$ cat src/rtl/tx_scheduler_if.sv
// Handshake bundle between two word requesters, the scheduler and a UART transmitter.
interface tx_scheduler_if #(
  parameter int N_DATA = 8,
  parameter int N_WORD = 32
);
  logic              req_a_valid;
  logic [N_WORD-1:0] req_a_data;
  logic [1:0]        req_a_nbytes_m1;
  logic              req_a_ready;
  logic              req_b_valid;
  logic [N_WORD-1:0] req_b_data;
  logic [1:0]        req_b_nbytes_m1;
  logic              req_b_ready;
  logic              tx_start;
  logic [N_DATA-1:0] tx_din;
  logic              tx_idle;
  logic [1:0]        grant;
  logic              busy;
  logic              word_done;

  modport master (
    output req_a_valid, req_a_data, req_a_nbytes_m1,
    output req_b_valid, req_b_data, req_b_nbytes_m1,
    output tx_idle,
    input  req_a_ready, req_b_ready, tx_start, tx_din, grant, busy, word_done
  );

  modport slave (
    input  req_a_valid, req_a_data, req_a_nbytes_m1,
    input  req_b_valid, req_b_data, req_b_nbytes_m1,
    input  tx_idle,
    output req_a_ready, req_b_ready, tx_start, tx_din, grant, busy, word_done
  );
endinterface

$ cat src/rtl/tx_scheduler.sv
// Round-robin scheduler that serialises words from two requesters, LSB byte first,
// into a byte-wide UART transmitter using its idle level as flow control.
module tx_scheduler #(
  parameter int N_DATA = 8,
  parameter int N_WORD = 32
) (
  input logic           clock,
  input logic           reset_i,
  tx_scheduler_if.slave bus
);

  typedef enum logic [2:0] {
    IDLE,
    LOAD,
    START,
    WAIT_BUSY,
    WAIT_IDLE,
    NEXT
  } state_t;

  state_t            state;
  logic [N_WORD-1:0] word_q;
  logic [1:0]        nbm1_q;
  logic [1:0]        idx_q;
  logic              prio_b;

  logic              pick_b;
  logic [N_WORD-1:0] win_data;
  logic [1:0]        win_nbm1;

  // B wins when it is alone, or when both ask and A was served last.
  always_comb begin
    pick_b   = bus.req_b_valid & (~bus.req_a_valid | prio_b);
    win_data = pick_b ? bus.req_b_data : bus.req_a_data;
    win_nbm1 = pick_b ? bus.req_b_nbytes_m1 : bus.req_a_nbytes_m1;
  end

  always_ff @(posedge clock or negedge reset_i) begin
    if (!reset_i) begin
      state           <= IDLE;
      word_q          <= '0;
      nbm1_q          <= '0;
      idx_q           <= '0;
      prio_b          <= 1'b0;
      bus.req_a_ready <= 1'b0;
      bus.req_b_ready <= 1'b0;
      bus.tx_start    <= 1'b0;
      bus.tx_din      <= '0;
      bus.grant       <= '0;
      bus.busy        <= 1'b0;
      bus.word_done   <= 1'b0;
    end else begin
      bus.req_a_ready <= 1'b0;
      bus.req_b_ready <= 1'b0;
      bus.tx_start    <= 1'b0;
      bus.word_done   <= 1'b0;
      unique case (state)
        IDLE: begin
          if (bus.req_a_valid || bus.req_b_valid) begin
            word_q          <= win_data;
            nbm1_q          <= win_nbm1;
            idx_q           <= '0;
            bus.tx_din      <= win_data[N_DATA-1:0];
            bus.grant       <= pick_b ? 2'b10 : 2'b01;
            bus.req_a_ready <= ~pick_b;
            bus.req_b_ready <= pick_b;
            prio_b          <= ~pick_b;
            bus.busy        <= 1'b1;
            state           <= LOAD;
          end
        end
        LOAD: state <= START;
        START: begin
          if (bus.tx_idle) begin
            bus.tx_start <= 1'b1;
            state        <= WAIT_BUSY;
          end
        end
        WAIT_BUSY: if (!bus.tx_idle) state <= WAIT_IDLE;
        WAIT_IDLE: if (bus.tx_idle) state <= NEXT;
        NEXT: begin
          if (idx_q == nbm1_q) begin
            bus.word_done <= 1'b1;
            bus.grant     <= '0;
            bus.busy      <= 1'b0;
            state         <= IDLE;
          end else begin
            // The word is shifted down so the next byte always sits just above the current one.
            idx_q      <= idx_q + 2'd1;
            word_q     <= word_q >> N_DATA;
            bus.tx_din <= word_q[2*N_DATA-1:N_DATA];
            state      <= START;
          end
        end
        default: state <= IDLE;
      endcase
    end
  end

endmodule

$ cat src/flat_wrapper.sv
// flat-port wrapper written by rule: the top's interface ports become plain ports
module tx_scheduler_flat 
#(
  parameter int N_DATA = 8,
  parameter int N_WORD = 32
)
  (clock, reset_i, bus_req_a_valid, bus_req_a_data, bus_req_a_nbytes_m1, bus_req_b_valid, bus_req_b_data, bus_req_b_nbytes_m1, bus_tx_idle, bus_req_a_ready, bus_req_b_ready, bus_tx_start, bus_tx_din, bus_grant, bus_busy, bus_word_done);
  tx_scheduler_if #(.N_DATA(N_DATA), .N_WORD(N_WORD)) bus_i ();
  input logic clock;
  input logic reset_i;
  input wire logic [$bits(bus_i.req_a_valid)-1:0] bus_req_a_valid;
  input wire logic [$bits(bus_i.req_a_data)-1:0] bus_req_a_data;
  input wire logic [$bits(bus_i.req_a_nbytes_m1)-1:0] bus_req_a_nbytes_m1;
  input wire logic [$bits(bus_i.req_b_valid)-1:0] bus_req_b_valid;
  input wire logic [$bits(bus_i.req_b_data)-1:0] bus_req_b_data;
  input wire logic [$bits(bus_i.req_b_nbytes_m1)-1:0] bus_req_b_nbytes_m1;
  input wire logic [$bits(bus_i.tx_idle)-1:0] bus_tx_idle;
  output wire logic [$bits(bus_i.req_a_ready)-1:0] bus_req_a_ready;
  output wire logic [$bits(bus_i.req_b_ready)-1:0] bus_req_b_ready;
  output wire logic [$bits(bus_i.tx_start)-1:0] bus_tx_start;
  output wire logic [$bits(bus_i.tx_din)-1:0] bus_tx_din;
  output wire logic [$bits(bus_i.grant)-1:0] bus_grant;
  output wire logic [$bits(bus_i.busy)-1:0] bus_busy;
  output wire logic [$bits(bus_i.word_done)-1:0] bus_word_done;
  assign bus_i.req_a_valid = bus_req_a_valid;
  assign bus_i.req_a_data = bus_req_a_data;
  assign bus_i.req_a_nbytes_m1 = bus_req_a_nbytes_m1;
  assign bus_i.req_b_valid = bus_req_b_valid;
  assign bus_i.req_b_data = bus_req_b_data;
  assign bus_i.req_b_nbytes_m1 = bus_req_b_nbytes_m1;
  assign bus_i.tx_idle = bus_tx_idle;
  assign bus_req_a_ready = bus_i.req_a_ready;
  assign bus_req_b_ready = bus_i.req_b_ready;
  assign bus_tx_start = bus_i.tx_start;
  assign bus_tx_din = bus_i.tx_din;
  assign bus_grant = bus_i.grant;
  assign bus_busy = bus_i.busy;
  assign bus_word_done = bus_i.word_done;
  tx_scheduler #(.N_DATA(N_DATA), .N_WORD(N_WORD)) u_core (.clock(clock), .reset_i(reset_i), .bus(bus_i));
endmodule
$ cat config.mk
export PLATFORM = sky130hd
export DESIGN_NAME = tx_scheduler_flat
export DESIGN_NICKNAME = d
export VERILOG_FILES = /design/src/rtl/tx_scheduler_if.sv /design/src/rtl/tx_scheduler.sv /design/src/flat_wrapper.sv
export SDC_FILE = /design/constraint.sdc
export NUM_CORES = 1
export LEC_CHECK = 0
export ABC_AREA = 1
export CORE_MARGIN = 2
export CORE_UTILIZATION = 46
export CTS_CLUSTER_SIZE = 25
export DETAILED_ROUTE_END_ITERATION = 10
export PLACE_DENSITY_LB_ADDON = 0.25
export RECOVER_POWER = 100
export SLEW_MARGIN = 0
export SYNTH_ARGS = -nofsm -noshare
export SYNTH_HDL_FRONTEND = slang
export SYNTH_SLANG_ARGS = --single-unit
$ cat constraint.sdc
create_clock -name clock -period 1.8 [get_ports clock]
set_input_delay 0.36 -clock clock [delete_from_list [all_inputs] [get_ports clock]]
set_output_delay 0.36 -clock clock [all_outputs]
set_load 0.05 [all_outputs]
==> impl_metrics.json, run 1 <==
{
  "number_of_antenna_violations_at_the_first_check_in_global_routing": 0,
  "place.port_buffers": 87,
  "drcViolationCount": 0,
  "wire_length_of_the_first_global_routing_pass_mm": 11.1,
  "drive_gt1_frac": 0.0619,
  "core-area_um2": 5570,
  "yosys_warnings": 0,
  "irDropWorstVdd_mv": 0.599,
  "gr-usage-all-layers": 0.219,
  "worstPathMaxFanout": 19,
  "yosys.cell_types.count": 22,
  "root_buffer": "sky130_fd_sc_hd__clkbuf_8",
  "route.detailed.vias_per_inst": 5.03,
  "mappedNetlistNets": 447,
  "initial_core_util": 0.480,
  "seqCellArea_um2": 1180,
  "numCtsBuffers": 5,
  "core.rowCount": 27,
  "cts.repair_timing.setup_buffer_count": 0,
  "clock_latency_on_the_worst_skew_pair_ps": 300,
  "pnr_worst_setup_slack_ps": 217,
  "r2r_end": "u_core.word_q[24]",
  "ant_nets": 0,
  "crit_required_ps": 2040,
  "ctsHoldBuffers": 0,
  "initialDrtViolationCount": 182,
  "largest_net_degree_at_the_start_of_global_routing": 48,
  "nets": 524,
  "cp.arrival_ps": 1820,
  "clock_sinks": 47,
  "finalWeightedCongestion": 0.824,
  "die_w_um": 80.3,
  "setup.worst_path.start_class": "input pin",
  "setup.worst_path.class": "input pin to register",
  "netlist_instances": 374,
  "r2r_slack_ps": 270,
  "wl_per_cell_um": 12.8,
  "clock_period_minus_worst_slack_ps": 1580,
  "worstReg2RegStart": "u_core.state[1]",
  "finalMaxSlewViolations": 0,
  "powerDensity_nw_per_um2": 1410,
  "via_count": 2636,
  "syn-cell-area_um2": 2680,
  "cts_clk_pin_slew_worst_paths_ps": 90,
  "unrepaired_setup_endpoints_after_global_routing": "false",
  "maxSlewHeadroom": 0.227,
  "post-place-cells": 516,
  "static-leakage-power_nw": 1.79,
  "cts-resized-gates": 0,
  "totalPowerFinal_mw": 4.99,
  "antenna_cells": 0,
  "finalHoldViolations": 0,
  "final_cell_area_um2": 3550,
  "finalSetupViolCount": 0,
  "holdCritPathClass": "input pin to async pin",
  "finalNonFillerCells": 524,
  "detailedRoute.firstPassIterationCount": 4,
  "worst_clock_skew_ps": 9.62,
  "max_slew.worst_pin.slew_ps": 1160,
  "synth.yosys.seq_area_share": 0.440,
  "gr-total-overflow": 0,
  "grt_pass1_vias": 2460,
  "setup_tns_ps": 0,
  "syn_area_per_cell_um2": 7.15,
  "worstRegToRegCells": 8,
  "drv.max_cap_violation_count": 0,
  "status": "completed",
  "layout.filler_cells": 532,
  "cts_max_path_buffers": 2,
  "die_height_um": 80.3,
  "fin_crit_sh": 0.880,
  "areaGrowthSynthToFinish_pct": 32.6,
  "tritoncts_clock_tree": "yes",
  "multi_input_area_um2": 1230,
  "top_level_pins": 88,
  "placedInstanceArea_um2": 3520,
  "ys_seq_elements": 47,
  "die_area_um2": 6440,
  "cts-htree-levels": 2,
  "post_place_setup_slack_ps": 20.6,
  "dpl.hpwl_mm": 4.79,
  "endpoint_kind": "register",
  "route.final.wire_length_mm": 6.72,
  "max_freq_mhz": 632
}
## metal layers
| metal | vias up | global-route usage | routed length [um] | part of all wire |
|---|---|---|---|---|
| li1 | 1337 | - | - | - |
| met1 | 1208 | 0.291 | 2970 | 0.44 |
| met2 | 84 | 0.361 | 3240 | 0.48 |
| met3 | 7 | 0.0449 | 443 | 0.066 |
| met5 | - | 0 | 0 | 0 |
| met4 | 0 | 0.0661 | 66 | 0.0098 |
## cells in the mapped netlist
cell | count | share of area
sky130_fd_sc_hd__a21oi_1 | 1 | 0.0019
sky130_fd_sc_hd__nand3_2 | 3 | 0.011
sky130_fd_sc_hd__inv_4 | 1 | 0.0023
sky130_fd_sc_hd__nand2_1 | 172 | 0.24
sky130_fd_sc_hd__buf_4 | 14 | 0.039
sky130_fd_sc_hd__nor2_1 | 5 | 0.0070
sky130_fd_sc_hd__nor2_2 | 1 | 0.0023
sky130_fd_sc_hd__dfrtp_1 | 47 | 0.44
sky130_fd_sc_hd__clkbuf_1 | 3 | 0.0042
sky130_fd_sc_hd__nand4_1 | 1 | 0.0023
sky130_fd_sc_hd__o21ai_1 | 1 | 0.0019
sky130_fd_sc_hd__o21ai_0 | 8 | 0.015
sky130_fd_sc_hd__nand2_4 | 1 | 0.0042
sky130_fd_sc_hd__buf_2 | 6 | 0.011
sky130_fd_sc_hd__nor2_4 | 1 | 0.0042
sky130_fd_sc_hd__inv_2 | 2 | 0.0028
sky130_fd_sc_hd__nand3_1 | 84 | 0.16
sky130_fd_sc_hd__xnor2_1 | 1 | 0.0033
sky130_fd_sc_hd__nand2_2 | 2 | 0.0047
sky130_fd_sc_hd__buf_6 | 5 | 0.021
sky130_fd_sc_hd__inv_1 | 14 | 0.020
sky130_fd_sc_hd__a21oi_2 | 1 | 0.0033
## metrics by stage
step / utilization / hold slack, ps
finish: 0.636 / 359
global route: 0.636 / 476
CTS: 0.651 / 41.8
detailed placement: 0.632 / 366
global placement: 0.632 / 363
floorplan: - / 64.4
## kinds of logic (layout without fill, tap and decap cells)
kind of cell,count (synthesis),after routing,share of synthesized area
AOI/OAI and AO/OA,11,11,0.0220
xor gates and xnor gates,1,1,0.00327
buffers and inverters,45,123,0.101
DFF,47,47,0.440
and+or+nand+nor,270,270,0.435
## where the power goes
group	switching (mW)	leakage [nW]	internal, mW
registers	0.264	0.593	1.51
clock network	0.360	0.0505	0.350
logic	1.71	1.15	0.798
## cell usage in the layout, fill, tap and decap left out
| cell | synthesis | final |
|---|---|---|
| sky130_fd_sc_hd__buf_12 | 0 | 3 |
| sky130_fd_sc_hd__dfrtp_1 | 47 | 47 |
| sky130_fd_sc_hd__o21ai_0 | 8 | 8 |
| sky130_fd_sc_hd__clkbuf_1 | 3 | 16 |
| sky130_fd_sc_hd__clkbuf_2 | 0 | 2 |
| sky130_fd_sc_hd__clkbuf_8 | 0 | 7 |
| sky130_fd_sc_hd__nand3_1 | 84 | 84 |
| sky130_fd_sc_hd__nand3_2 | 3 | 3 |
| sky130_fd_sc_hd__nand2_2 | 2 | 2 |
| sky130_fd_sc_hd__clkdlybuf4s50_1 | 0 | 70 |
| sky130_fd_sc_hd__buf_2 | 6 | 1 |
| sky130_fd_sc_hd__nand2_1 | 172 | 172 |
| sky130_fd_sc_hd__nand2_4 | 1 | 1 |
| sky130_fd_sc_hd__nor2_4 | 1 | 1 |
| sky130_fd_sc_hd__inv_4 | 1 | 1 |
| sky130_fd_sc_hd__dlygate4sd3_1 | 0 | 1 |
| sky130_fd_sc_hd__xnor2_1 | 1 | 1 |
| sky130_fd_sc_hd__clkinvlp_4 | 0 | 1 |
| sky130_fd_sc_hd__nor2_1 | 5 | 6 |
| sky130_fd_sc_hd__buf_4 | 14 | 5 |
| sky130_fd_sc_hd__inv_1 | 14 | 16 |
| sky130_fd_sc_hd__a21oi_2 | 1 | 1 |
| sky130_fd_sc_hd__nand4_1 | 1 | 1 |
| sky130_fd_sc_hd__a21oi_1 | 1 | 1 |
| sky130_fd_sc_hd__o21ai_1 | 1 | 1 |
## final cells by class
class                   count  area share
clock buffers               7      0.0272
multi-input cells         282       0.346
clock inverters             1     0.00212
inverters                  17      0.0187
repair buffers             98       0.249
well taps                  72      0.0254
flip-flops and latches     47       0.332
## critical path: stages
cell                            delay, ps
sky130_fd_sc_hd__dlygate4sd3_1        590
sky130_fd_sc_hd__nor2_1               160
sky130_fd_sc_hd__inv_1                 70
sky130_fd_sc_hd__nand3_2               70
sky130_fd_sc_hd__nand2_2               70
sky130_fd_sc_hd__nand2_4              100
sky130_fd_sc_hd__buf_4                240
sky130_fd_sc_hd__nand2_1               80
sky130_fd_sc_hd__nand2_1               70
## state kept, by name, indices dropped and copies added, names as in the netlist
signal and count:
u_core.bus.grant 2, u_core.word_q 32, u_core.prio_b 1, u_core.bus.req_b_ready 1, u_core.nbm1_q 2, u_core.bus.busy 1
u_core.bus.req_a_ready 1, u_core.bus.tx_start 1, u_core.bus.word_done 1, u_core.idx_q 2, u_core.state 3
## worst max path at each step
stage / from / end / slack [ps] / depth (start not counted)
after floorplan: u_core.state[1] / u_core.word_q[3] / 510 / 7
after global placement: bus_req_a_valid / u_core.word_q[22] / 20 / 9
after detailed placement: bus_req_a_valid / u_core.word_q[22] / 20 / 9
after CTS: u_core.state[1] / u_core.word_q[17] / 310 / 8
after global routing: bus_req_a_valid / u_core.word_q[18] / 80 / 9
final: bus_req_a_valid / u_core.word_q[24] / 220 / 9
Note: power is estimated with default switching activity, not from simulation.
==> inputs of run 2 (changes only) <==
--- a/config.mk
+++ b/config.mk
@@ -12,7 +12,7 @@
 export DETAILED_ROUTE_END_ITERATION = 10
 export PLACE_DENSITY_LB_ADDON = 0.25
 export RECOVER_POWER = 100
-export SLEW_MARGIN = 0
+export SLEW_MARGIN = 5
 export SYNTH_ARGS = -nofsm -noshare
 export SYNTH_HDL_FRONTEND = slang
 export SYNTH_SLANG_ARGS = --single-unit
==> results of run 2 <==
Same layout as run 1: the final DEF is identical, and so are final timing and power.
==> inputs of run 3 (changes only) <==
--- a/config.mk
+++ b/config.mk
@@ -6,6 +6,7 @@
 export NUM_CORES = 1
 export LEC_CHECK = 0
 export ABC_AREA = 1
+export CORE_ASPECT_RATIO = 0.75
 export CORE_MARGIN = 2
 export CORE_UTILIZATION = 46
 export CTS_CLUSTER_SIZE = 25
==> run 3 against run 2 <==
  * Register-to-register slack barely moved
  * Sequential share of layout area shrank 0.14 points
  * First-iteration DRC count decreased by 23%
  * Flip-flop and latch count unchanged
  * Clock power fell by 3.7%
  * Die area hardly changed
  * Highest routed layer unchanged
  * Final cell count grew 1.5%
  * Hold slack improved by 120 ps
  * Critical path depth unchanged
==> impl_metrics.json, run 3 (same netlist as run 1, synthesis figures left out) <==
{
  "grt_use_met1": 0.285,
  "clock_period_minus_worst_slack_ps": 1590,
  "place.port_buffers": 87,
  "max_slew.worst_pin.slew_ps": 725,
  "ant_nets": 0,
  "finalSetupViolCount": 0,
  "crit_required_ps": 2040,
  "unrepaired_setup_endpoints_after_global_routing": "false",
  "m2_gr_usage": 0.348,
  "maxSlewHeadroom": 0.517,
  "antenna_cells": 0,
  "route.detailed.vias_per_inst": 4.98,
  "cpPeakStageDelay_ps": 590,
  "wire_length_of_the_first_global_routing_pass_mm": 11.0,
  "drive_gt1_frac": 0.0595,
  "detailedRoute.firstPassIterationCount": 4,
  "largest_register_ff_count": 32,
  "root_buffer": "sky130_fd_sc_hd__clkbuf_8",
  "placedInstanceArea_um2": 3530,
  "gr-usage-all-layers": 0.212,
  "die_area_um2": 6450,
  "cts.repair_timing.setup_buffer_count": 0,
  "final_cell_area_um2": 3560,
  "slowest_stage": "sky130_fd_sc_hd__dlygate4sd3_1",
  "multi_input_area_um2": 1220,
  "max_freq_mhz": 630,
  "crit_path_cell_trace": "dlygate4sd3_1, nor2_1, inv_1, nand3_1, nand2_1, nand2_4, inv_4, nand2_1, nand2_1",
  "clock_latency_on_the_worst_skew_pair_ps": 290,
  "setup.worst_path.start_class": "input pin",
  "worstHoldStart": "u_core.bus.grant[1]",
  "gr-total-overflow": 0,
  "holdCritPathClass": "register to register",
  "cts_clk_pin_slew_worst_paths_ps": 80,
  "finalHoldViolations": 0,
  "power.net_switching_mw": 2.29,
  "fin_crit_sh": 0.882,
  "most_flop_heavy_register": "u_core.word_q",
  "logic_pwr_share": 0.501,
  "share_clk_of_total_power": 0.138,
  "power_frac_seq": 0.361,
  "r2r_slack_ps": 260,
  "static-leakage-power_nw": 1.80,
  "path_common_cell": "sky130_fd_sc_hd__nand2_1",
  "initial_core_util": 0.469,
  "totalPowerFinal_mw": 4.96,
  "initialDrtViolationCount": 140,
  "timing.hold.worst_path_depth": 2,
  "drcViolationCount": 0,
  "cts-resized-gates": 0,
  "die_w_um": 92.1,
  "grt_pass1_vias": 2454,
  "hold_end": "u_core.bus.grant[1]",
  "cp_top_family": "buffers and inverters",
  "cts_max_path_buffers": 2,
  "worstReg2RegStart": "u_core.state[1]",
  "drv.max_cap_violation_count": 0,
  "worstPathMaxFanout": 32,
  "internal-power_mw": 2.68,
  "layout_top_registers": "u_core.word_q (32), u_core.state (3)",
  "clock_sinks": 47,
  "powerDensity_nw_per_um2": 1390,
  "layout.filler_cells": 537,
  "worstRegToRegCells": 7,
  "dpl.hpwl_mm": 4.86,
  "layout_common_cells": "sky130_fd_sc_hd__nand2_1 (173), sky130_fd_sc_hd__nand3_1 (85), sky130_fd_sc_hd__clkdlybuf4s50_1 (70), sky130_fd_sc_hd__dfrtp_1 (47), sky130_fd_sc_hd__clkbuf_1 (18)",
  "numCtsBuffers": 5,
  "tritoncts_clock_tree": "yes",
  "finalMaxSlewViolations": 0,
  "power_switching_share": 0.461,
  "critPathBufInv": 3,
  "setup.worst_path.class": "input pin to register",
  "route.final.wire_length_mm": 6.53,
  "core-area_um2": 5710,
  "cp.arrival_ps": 1830,
  "setup_tns_ps": 0,
  "core.rowCount": 24,
  "via_count": 2651,
  "globalRoute.busiestLayer": "met2",
  "met3_layer_usage_reported_by_global_route": 0.0475,
  "cts-htree-levels": 2,
  "areaGrowthSynthToFinish_pct": 33.2,
  "nets": 526,
  "worst_clock_skew_ps": 7.30,
  "die_height_um": 70.0,
  "largest_net_degree_at_the_start_of_global_routing": 36,
  "endpoint_kind": "register",
  "number_of_antenna_violations_at_the_first_check_in_global_routing": 0,
  "finalWeightedCongestion": 0.869,
  "status": "completed",
  "top_level_pins": 88,
  "irDropWorstVdd_mv": 0.604,
  "wl_per_cell_um": 12.3,
  "leading_cell_type_in_the_layout_fill_and_taps_excluded": "sky130_fd_sc_hd__nand2_1",
  "r2r_end": "u_core.word_q[19]",
  "seqCellArea_um2": 1180
}
[run 3: final cells by class]
| type | instances | area share |
|---|---|---|
| tap | 78 | 0.0274 |
| sequential | 47 | 0.330 |
| inverter | 17 | 0.0186 |
| clock buffer | 8 | 0.0281 |
| multi-input combinational | 282 | 0.342 |
| timing repair buffer | 100 | 0.253 |
[run 3: how the worst max path moves through the flow]
stage | start | end | slack (ps) | depth (start not counted)
2_1_floorplan | u_core.state[1] | u_core.word_q[3] | 510 | 7
4_1_cts | u_core.state[1] | u_core.word_q[27] | 250 | 8
6_report | bus_req_a_valid | u_core.word_q[19] | 210 | 9
3_3_place_gp | bus_req_a_valid | u_core.word_q[19] | 50 | 9
3_5_place_dp | bus_req_a_valid | u_core.word_q[23] | 30 | 9
5_1_grt | bus_req_a_valid | u_core.idx_q[1] | 80 | 9
[run 3: layer usage]
metal | part of all wire | vias to the layer above
li1 | - | 1339
met1 | 0.45 | 1220
met2 | 0.47 | 86
met3 | 0.065 | 6
met4 | 0.0095 | 0
met5 | 0 | -
[run 3: what timing repair did]
action                                  CTS  global route
hold endpoints to repair                 12             0
hold buffers                              1             0
endpoints found under the setup margin    0             0
[run 3: power groups by stage]
stage	registers [mW]	logic, mW	clock network, mW
finish	1.79	2.49	0.683
global route	1.84	2.77	0.753
CTS	1.80	2.64	0.700
detailed placement	1.81	2.64	0
global placement	1.80	2.59	0
floorplan	1.90	1.93	0
[run 3: worst min-delay path, delay by kind of cell, from the launching register on]
family	cells	cell delay, ps
flops	1	350
simple gates	2	110
[run 3: per-stage QoR]
step | std cells | worst slack [ps] | util | hold slack (ps)
2_1_floorplan | 374 | 508 | - | 64.4
3_3_place_gp | 523 | 48.4 | 0.618 | 270
3_5_place_dp | 523 | 26.0 | 0.618 | 267
4_1_cts | 532 | 250 | 0.637 | 482
5_1_grt | 532 | 78.0 | 0.624 | 504
6_report | 532 | 212 | 0.624 | 478
